File: config.mk
export PLATFORM = sky130hd
export DESIGN_NAME = key_buffer_ctrl_flat
export DESIGN_NICKNAME = d
export VERILOG_FILES = /design/src/rtl/key_buffer_ctrl_pkg.sv /design/src/rtl/key_buffer_ctrl_if.sv /design/src/rtl/key_buffer_ctrl.sv /design/src/flat_wrapper.sv
export SDC_FILE = /design/constraint.sdc
export NUM_CORES = 1
export LEC_CHECK = 0
export BUFFER_PORTS_ARGS = -buffer_cell sky130_fd_sc_hd__buf_2
export CORE_MARGIN = 1
export CORE_UTILIZATION = 54
export CTS_BUF_LIST = sky130_fd_sc_hd__clkbuf_16
export CTS_CLUSTER_SIZE = 25
export DETAILED_ROUTE_END_ITERATION = 12
export PLACE_DENSITY = 0.78
export SYNTH_ARGS = -nofsm -noshare
export SYNTH_HDL_FRONTEND = slang
export SYNTH_SLANG_ARGS = --single-unit
File: constraint.sdc
create_clock -name i_clk -period 3.08 [get_ports i_clk]
set_input_delay 0.154 -clock i_clk [delete_from_list [all_inputs] [get_ports i_clk]]
set_output_delay 0.154 -clock i_clk [all_outputs]
set_load 0.05 [all_outputs]
File: src/rtl/key_buffer_ctrl_pkg.sv
// Shared types and widths for the keypoint buffer controller.
package key_buffer_ctrl_pkg;

  localparam int unsigned KBC_CNT_W  = 10;
  localparam int unsigned KBC_DROP_W = 16;

  typedef enum logic [1:0] {
    KBC_IDLE  = 2'd0,
    KBC_FLUSH = 2'd1,
    KBC_FILL  = 2'd2,
    KBC_DRAIN = 2'd3
  } kbc_state_t;

endpackage

File: src/rtl/key_buffer_ctrl_if.sv
// Extractor / buffer / downstream signal bundle for key_buffer_ctrl.
// Optional o_drop_count exists only when KEY_BUFFER_CTRL_DROP_CNT_EN is defined.
interface key_buffer_ctrl_if;
  import key_buffer_ctrl_pkg::*;

  logic                 i_frame_start;
  logic                 i_frame_end;
  logic                 i_kp_valid;
  logic                 i_drain_ready;
  logic                 o_buf_valid;
  logic                 o_buf_next;
  logic                 o_drain_valid;
  logic                 o_drain_last;
  logic                 o_frame_done;
  logic                 o_busy;
  logic [KBC_CNT_W-1:0] o_kp_count;
`ifdef KEY_BUFFER_CTRL_DROP_CNT_EN
  logic [KBC_DROP_W-1:0] o_drop_count;
`endif

  modport slave (
    input  i_frame_start, i_frame_end, i_kp_valid, i_drain_ready,
    output o_buf_valid, o_buf_next, o_drain_valid, o_drain_last,
           o_frame_done, o_busy, o_kp_count
`ifdef KEY_BUFFER_CTRL_DROP_CNT_EN
    , output o_drop_count
`endif
  );

  modport master (
    output i_frame_start, i_frame_end, i_kp_valid, i_drain_ready,
    input  o_buf_valid, o_buf_next, o_drain_valid, o_drain_last,
           o_frame_done, o_busy, o_kp_count
`ifdef KEY_BUFFER_CTRL_DROP_CNT_EN
    , input o_drop_count
`endif
  );

endinterface

File: src/rtl/key_buffer_ctrl.sv
// Keypoint buffer controller: zero-fills the buffer, gathers one frame of
// candidates, then drains them downstream with a valid/ready handshake.
// Optional dropped-candidate counter: define KEY_BUFFER_CTRL_DROP_CNT_EN.
module key_buffer_ctrl
  import key_buffer_ctrl_pkg::*;
#(
  parameter int unsigned SIZE = 10
) (
  input logic             i_clk,
  input logic             i_rst_n,
  key_buffer_ctrl_if.slave bus
);

  localparam int unsigned CNT_W = $clog2(SIZE + 1);
  localparam int unsigned FL_W  = $clog2(SIZE);

  kbc_state_t       state_q, state_d;
  logic [FL_W-1:0]  flush_q, flush_d;
  logic [CNT_W-1:0] count_q, count_d;
  logic [CNT_W-1:0] remain_q, remain_d;
  logic [CNT_W-1:0] count_inc;
  logic             done_q, done_d;
  logic             busy_q, busy_d;
  logic             dvalid_q, dvalid_d;
  logic             dlast_q, dlast_d;
  logic             buf_valid_c, buf_next_c;

  // Next-state, counter updates and buffer strobes
  always_comb begin
    state_d     = state_q;
    flush_d     = flush_q;
    count_d     = count_q;
    remain_d    = remain_q;
    count_inc   = count_q;
    done_d      = 1'b0;
    buf_valid_c = 1'b0;
    buf_next_c  = 1'b0;

    case (state_q)
      KBC_IDLE: ;
      KBC_FLUSH: begin
        buf_next_c = 1'b1;
        if (flush_q == FL_W'(SIZE - 1)) state_d = KBC_FILL;
        else                            flush_d = flush_q + 1'b1;
      end
      KBC_FILL: begin
        buf_valid_c = bus.i_kp_valid;
        if (bus.i_kp_valid && (count_q != CNT_W'(SIZE))) count_inc = count_q + 1'b1;
        count_d = count_inc;
        if (bus.i_frame_end) begin
          if (count_inc == '0) begin
            state_d = KBC_IDLE;
            done_d  = 1'b1;
          end else begin
            state_d  = KBC_DRAIN;
            remain_d = count_inc;
          end
        end
      end
      KBC_DRAIN: begin
        if ((remain_q != '0) && bus.i_drain_ready) begin
          buf_next_c = 1'b1;
          remain_d   = remain_q - 1'b1;
          if (remain_q == CNT_W'(1)) begin
            state_d = KBC_IDLE;
            done_d  = 1'b1;
          end
        end
      end
      default: state_d = KBC_IDLE;
    endcase

    // A new frame start overrides everything, including an in-progress drain
    if (bus.i_frame_start) begin
      state_d  = KBC_FLUSH;
      flush_d  = '0;
      count_d  = '0;
      remain_d = '0;
      done_d   = 1'b0;
    end

    busy_d   = (state_d != KBC_IDLE);
    dvalid_d = (state_d == KBC_DRAIN) && (remain_d != '0);
    dlast_d  = (state_d == KBC_DRAIN) && (remain_d == CNT_W'(1));
  end

  // State and registered-output flops
  always_ff @(posedge i_clk) begin
    if (!i_rst_n) begin
      state_q  <= KBC_IDLE;
      flush_q  <= '0;
      count_q  <= '0;
      remain_q <= '0;
      done_q   <= 1'b0;
      busy_q   <= 1'b0;
      dvalid_q <= 1'b0;
      dlast_q  <= 1'b0;
    end else begin
      state_q  <= state_d;
      flush_q  <= flush_d;
      count_q  <= count_d;
      remain_q <= remain_d;
      done_q   <= done_d;
      busy_q   <= busy_d;
      dvalid_q <= dvalid_d;
      dlast_q  <= dlast_d;
    end
  end

  assign bus.o_buf_valid   = buf_valid_c;
  assign bus.o_buf_next    = buf_next_c;
  assign bus.o_drain_valid = dvalid_q;
  assign bus.o_drain_last  = dlast_q;
  assign bus.o_frame_done  = done_q;
  assign bus.o_busy        = busy_q;
  assign bus.o_kp_count    = KBC_CNT_W'(count_q);

`ifdef KEY_BUFFER_CTRL_DROP_CNT_EN
  logic [KBC_DROP_W-1:0] drop_q, drop_d;

  // Candidates seen outside FILL or beyond buffer capacity, saturating
  always_comb begin
    drop_d = drop_q;
    if (bus.i_frame_start) begin
      drop_d = '0;
    end else if (bus.i_kp_valid && ((state_q != KBC_FILL) || (count_q == CNT_W'(SIZE)))
                 && (drop_q != {KBC_DROP_W{1'b1}})) begin
      drop_d = drop_q + 1'b1;
    end
  end

  // Drop counter register
  always_ff @(posedge i_clk) begin
    if (!i_rst_n) drop_q <= '0;
    else          drop_q <= drop_d;
  end

  assign bus.o_drop_count = drop_q;
`endif

endmodule

File: src/flat_wrapper.sv
// flat-port wrapper written by rule: the top's interface ports become plain ports
module key_buffer_ctrl_flat import key_buffer_ctrl_pkg::*;
#(
  parameter int unsigned SIZE = 10
)
  (i_clk, i_rst_n, bus_i_frame_start, bus_i_frame_end, bus_i_kp_valid, bus_i_drain_ready, bus_o_buf_valid, bus_o_buf_next, bus_o_drain_valid, bus_o_drain_last, bus_o_frame_done, bus_o_busy, bus_o_kp_count);
  key_buffer_ctrl_if bus_i ();
  input logic i_clk;
  input logic i_rst_n;
  input wire logic [$bits(bus_i.i_frame_start)-1:0] bus_i_frame_start;
  input wire logic [$bits(bus_i.i_frame_end)-1:0] bus_i_frame_end;
  input wire logic [$bits(bus_i.i_kp_valid)-1:0] bus_i_kp_valid;
  input wire logic [$bits(bus_i.i_drain_ready)-1:0] bus_i_drain_ready;
  output wire logic [$bits(bus_i.o_buf_valid)-1:0] bus_o_buf_valid;
  output wire logic [$bits(bus_i.o_buf_next)-1:0] bus_o_buf_next;
  output wire logic [$bits(bus_i.o_drain_valid)-1:0] bus_o_drain_valid;
  output wire logic [$bits(bus_i.o_drain_last)-1:0] bus_o_drain_last;
  output wire logic [$bits(bus_i.o_frame_done)-1:0] bus_o_frame_done;
  output wire logic [$bits(bus_i.o_busy)-1:0] bus_o_busy;
  output wire logic [$bits(bus_i.o_kp_count)-1:0] bus_o_kp_count;
  assign bus_i.i_frame_start = bus_i_frame_start;
  assign bus_i.i_frame_end = bus_i_frame_end;
  assign bus_i.i_kp_valid = bus_i_kp_valid;
  assign bus_i.i_drain_ready = bus_i_drain_ready;
  assign bus_o_buf_valid = bus_i.o_buf_valid;
  assign bus_o_buf_next = bus_i.o_buf_next;
  assign bus_o_drain_valid = bus_i.o_drain_valid;
  assign bus_o_drain_last = bus_i.o_drain_last;
  assign bus_o_frame_done = bus_i.o_frame_done;
  assign bus_o_busy = bus_i.o_busy;
  assign bus_o_kp_count = bus_i.o_kp_count;
  key_buffer_ctrl #(.SIZE(SIZE)) u_core (.i_clk(i_clk), .i_rst_n(i_rst_n), .bus(bus_i));
endmodule
== Yosys cells after proc, flatten, opt, wreduce, memory -nomap -nowiden ==
Index checks and enable logic that the tools add are counted.
Operators by class
  add/subtract/negate cells: 3
  bitwise operators: 2
  eq/ne operators: 8
  reductions and logical operators: 10
  multiplexer cells: 22
Operator list (number)
  $mux W4: 6
  $mux W2: 6
  $add A4 B1 Y4 const B: 2
  $eq A4 B1 Y1 const B: 2
  $pmux W4 S2: 1
  $reduce_bool A4 Y1: 2
  $eq A2 B2 Y1 const B: 3
  $mux W1: 6
  $pmux W2 S3: 1
  $eq A4 B4 Y1 const B: 1
  $logic_and A1 B1 Y1: 4
  $logic_not A4 Y1: 1
  $ne A4 B4 Y1 const B: 1
  $pmux W1 S2: 2
  $sub A4 B1 Y4 const B: 1
  $eq A2 B1 Y1 const B: 1
  $not A1 Y1: 2
  $reduce_and A2 Y1: 1
  $reduce_bool A2 Y1: 1
  $reduce_or A2 Y1: 1
Storage, ports and cells
  bits of input ports: 6
  register bits: 18

== Longest topological paths before layout ==
  depth after elaboration: 11
  gate-level depth with buffers: 8
  gate-level depth less buffers: 8

== Worst setup path before layout ==
OpenSTA, ideal clock, no wires.
  path type: reg2reg
  start point: register u_core.count_q[0]
  end point: register u_core.dlast_q, in the netlist u_core.bus.o_drain_last
  cell stages (with the launch flop): 8
  arrival time: 2564 ps
  setup slack: 443 ps
  buffers on the path: 0
  path through: dfxtp_1 -> inv_1 -> ha_1 -> a211oi_2 -> a2111oi_2 -> or4_1 -> a311oi_1 -> nor3b_2
Between the ends
  word-level cells in the longest chain between the ends: 11
Ends and longest elaborated chain
  start, declared: line key_buffer_ctrl.sv:19  | logic [CNT_W-1:0] count_q, count_d;
  start signal, assigned: line key_buffer_ctrl.sv:101  | count_q <= count_d;
  branches (longest 2 deep; another with $add A4 B1 Y4)
  $mux W4 *: line key_buffer_ctrl.sv:48  | if (bus.i_kp_valid && (count_q != CNT_W'(SIZE))) count_inc = count_q + 1'b1;
  $mux W4 *: line key_buffer_ctrl.sv:39  | case (state_q)
  $logic_not A4 Y1: line key_buffer_ctrl.sv:51  | if (count_inc == '0) begin
  $mux W4 or $mux W2 (tied branches): line key_buffer_ctrl.sv:51
  $mux W4 or $mux W2 (tied branches): line key_buffer_ctrl.sv:50  | if (bus.i_frame_end) begin
  $pmux W4 S2 or $pmux W2 S3 (tied branches): line key_buffer_ctrl.sv:39
  $mux W4 or $mux W2 (tied branches): line key_buffer_ctrl.sv:74  | if (bus.i_frame_start) begin
  $eq A4 B1 Y1 or $eq A2 B2 Y1 (tied branches): line key_buffer_ctrl.sv:84  | dlast_d = (state_d == KBC_DRAIN) && (remain_d == CNT_W'(1));
  $logic_and A1 B1 Y1 *: line key_buffer_ctrl.sv:84
  end signal, assigned: line key_buffer_ctrl.sv:106  | dlast_q <= dlast_d;
  end, declared: line key_buffer_ctrl.sv:25  | logic dlast_q, dlast_d;
Mark *: on every way between the ends. The select of a mux whose other input is x is not followed.
A chain may end at the register's enable or synchronous reset.

== Worst setup path after layout ==
Same ends and word-level chain as after synthesis.

==> impl_results.md <==
- Status: complete, no violations
- Clock Skews: 0.00147 ns
- Synth Cell Area: 0.00121 mm²
- Gr usage total: 26.5%
- Area of the core: 0.00204 mm²
- Slew HR: 66.1%
- Flop pwr share: 42.9%
- Die ar.: 0.00244 mm²
- Top-count cell post-synth: dfxtp_1
- RSZ-0062 raised after global routing: no
- Clock network fraction of total power: 46.4%
- Crit path launch type: flip-flop
- Placed Area: 0.00127 mm²
- Root Driver: clkbuf_16
- Starting Density: 59.4%
- Hold_buf cts: 0
- Yosys cell types: 49
- Cell Rows: 16
- Comb power frac: 10.7%
- Area growth, synth to finish: 11.4%
- Synthesized flop and latch total: 18
- Top cells by area, synth: dfxtp_1 (30%), ha_1 (7.2%), nor2_1 (4.9%)
- PwrDens: 413 mW/mm²
- I/O pin count: 22
- Switching share of power: 24.3%
- Post-synth top cells: dfxtp_1 (18), nor2_1 (16), a21oi_1 (10), nand2_1 (9), inv_1 (8)
- Slew Viols, Final: 0
- Internal power: 423 µW
- Die Y-Extent: 49.4 µm
- Clock Sinks: 18
- Finish-stage setup viols: 0
- Drt pass-1 iters: 4
- Largest net degree at the start of global routing: 15
- DRC: 0
- Cells after Synth: 147
- Fin. Hold Viols: 0
- Post-DP HPWL: 2.12 mm
- Placer Congestion: 0.938
- Initial drt markers: 30
- Final net count: 174
- H-tree level count: 1
- Average size of a mapped cell: 8.26 µm²
- Critical path class: reg -> reg
- Total CTS buffers: 3
- Max_cap viols: 0
- Period utilisation layout: 82.5%
- Async set-reset flop share out of synthesis: 0%
- P_leak: 0.592 nW
- Die width: 49.4 µm
- Top cell type's share of synthesized area: 29.7%
- Reg2reg path depth: 7
- Initial antenna violation count: 0
- Slew @ Worst Pin: 0.501 ns
- Ys Warns: 0
- Post-cts sizing count: 0
- Share of cells above drive strength 1: 16.3%
- Grt ovf: 0
- Via count: 1,134
- Psw: 136 µW
- Cell taking the most area after synthesis: dfxtp_1
- PortBufs: 15
- Crit path DAT: 2.72 ns
- Vias in the first global route: 1,118
- Clk buf depth: 2
- Post-synth EDFFs: 0
- WL final: 2.85 mm
- Post CTS Setup Buffer Count: 0
- Top FF cell, synth: dfxtp_1
- DRT antenna net count: 0
- Maximum vdd drop: 391 µV
- Worst skew pair latency: 0.25 ns
- CP max FO: 6
- Via density: 6.06
- Setup crit end kind: flip-flop
- HP Class: in -> reg
- Antenna diodes: 0
- Max frequency: 393 MHz
- Clock-pin slew on the worst setup and hold paths: 0.05 ns
- Setup Total Neg Slack: 0 ns
- Worst Path Required: 3.26 ns
- Design area: 0.00135 mm²
- Clock tree from TritonCTS: built
- Sequential area share after synthesis: 29.7%
- Fin crit period: 2.54 ns
- Global-route wire length before repair: 4.97 mm
- Hold Path Stages: 2
- Routed WL per cell: 15.3 µm
-- per-layer routing --
metal / routed length, µm / vias to the layer above / part of all wire [%] / global-route usage, %
met5: 0 / - / 0 / 0
met4: 81 / 0 / 2.8 / 12.4
met3: 188 / 13 / 6.6 / 3.74
met2: 1480 / 42 / 52 / 46.6
met1: 1100 / 525 / 38 / 31.4
li1: - / 554 / - / -
-- power by group through the flow --
stage | clock [mW] | combinational (mW) | sequential [mW]
6_report | 0.259 | 0.0599 | 0.239
2_1_floorplan | 0 | 0.0518 | 0.245
4_1_cts | 0.263 | 0.0594 | 0.239
3_3_place_gp | 0 | 0.0568 | 0.244
3_5_place_dp | 0 | 0.0585 | 0.244
5_1_grt | 0.277 | 0.0640 | 0.240
-- cell families (layout without fill, tap and decap cells) --
group | after synthesis | after routing | share of synthesized area (%)
flops | 18 | 18 | 29.7
fa+ha+maj | 7 | 7 | 7.22
buf+inv | 19 | 27 | 8.04
other cells | 1 | 6 | 0.309
compound gates | 38 | 38 | 22.9
xor+xnor | 5 | 5 | 4.23
simple gates | 59 | 59 | 27.6
-- layout by cell type (no fill, tap or decap), drive strengths merged, types with 4 or more instances in the layout --
cell / Yosys / layout
o21ai: 4 / 4
buf: 7 / 15
and2: 6 / 6
nand2: 10 / 10
nand3: 6 / 6
a21oi: 10 / 10
conb: 1 / 6
dfxtp: 18 / 18
ha: 7 / 7
a311oi: 4 / 4
a211oi: 4 / 4
nor2: 16 / 16
inv: 8 / 8
-- registers in the layout, summed over array words and instances (netlist names) --
register	flops
u_core.count_q	4
u_core.flush_q	4
u_core.remain_q	4
u_core.state_q	2
u_core.bus.o_busy	1
u_core.bus.o_drain_last	1
u_core.bus.o_drain_valid	1
u_core.bus.o_frame_done	1
-- final cells by class --
| class | count | area [µm²] |
|---|---|---|
| Multi-Input combinational cell | 115 | 774 |
| Fill cell | 184 | 689 |
| Sequential cell | 18 | 360 |
| Clock buffer | 3 | 75.1 |
| Timing Repair Buffer | 15 | 75.1 |
| Tap cell | 27 | 33.8 |
| Inverter | 8 | 30.0 |
| Clock inverter | 1 | 3.75 |
-- stage by stage --
stage / hold slack (ns) / total power, mW / cells / setup WS (ns) / util (%)
finish: 0.163 / 0.558 / 187 / 0.538 / 66.2
global route: 0.171 / 0.581 / 187 / 0.379 / 66.2
CTS: 0.159 / 0.562 / 187 / 0.574 / 66.2
detailed placement: 0.416 / 0.303 / 183 / 0.616 / 62.4
global placement: 0.419 / 0.301 / 183 / 0.744 / 62.4
floorplan: 0.276 / 0.297 / 152 / 0.443 / -
-- critical path, cell delays in order, from the launching register on --
cell and delay, ns:
dfxtp_1 0.44, inv_1 0.13, ha_1 0.27, a211oi_2 0.42, a2111oi_2 0.12, or4_1 0.51, a311oi_1 0.37, nor3b_2 0.21
-- worst paths after layout --
path | from | to | slack (ns)
max | u_core.count_q[0] | u_core.bus.o_drain_last | 0.54
min | i_rst_n | u_core.remain_q[3] | 0.16
max reg2reg | u_core.count_q[0] | u_core.bus.o_drain_last | 0.54
min reg2reg | u_core.flush_q[3] | u_core.flush_q[3] | 0.49
Note: power is estimated with default switching activity, not from simulation.
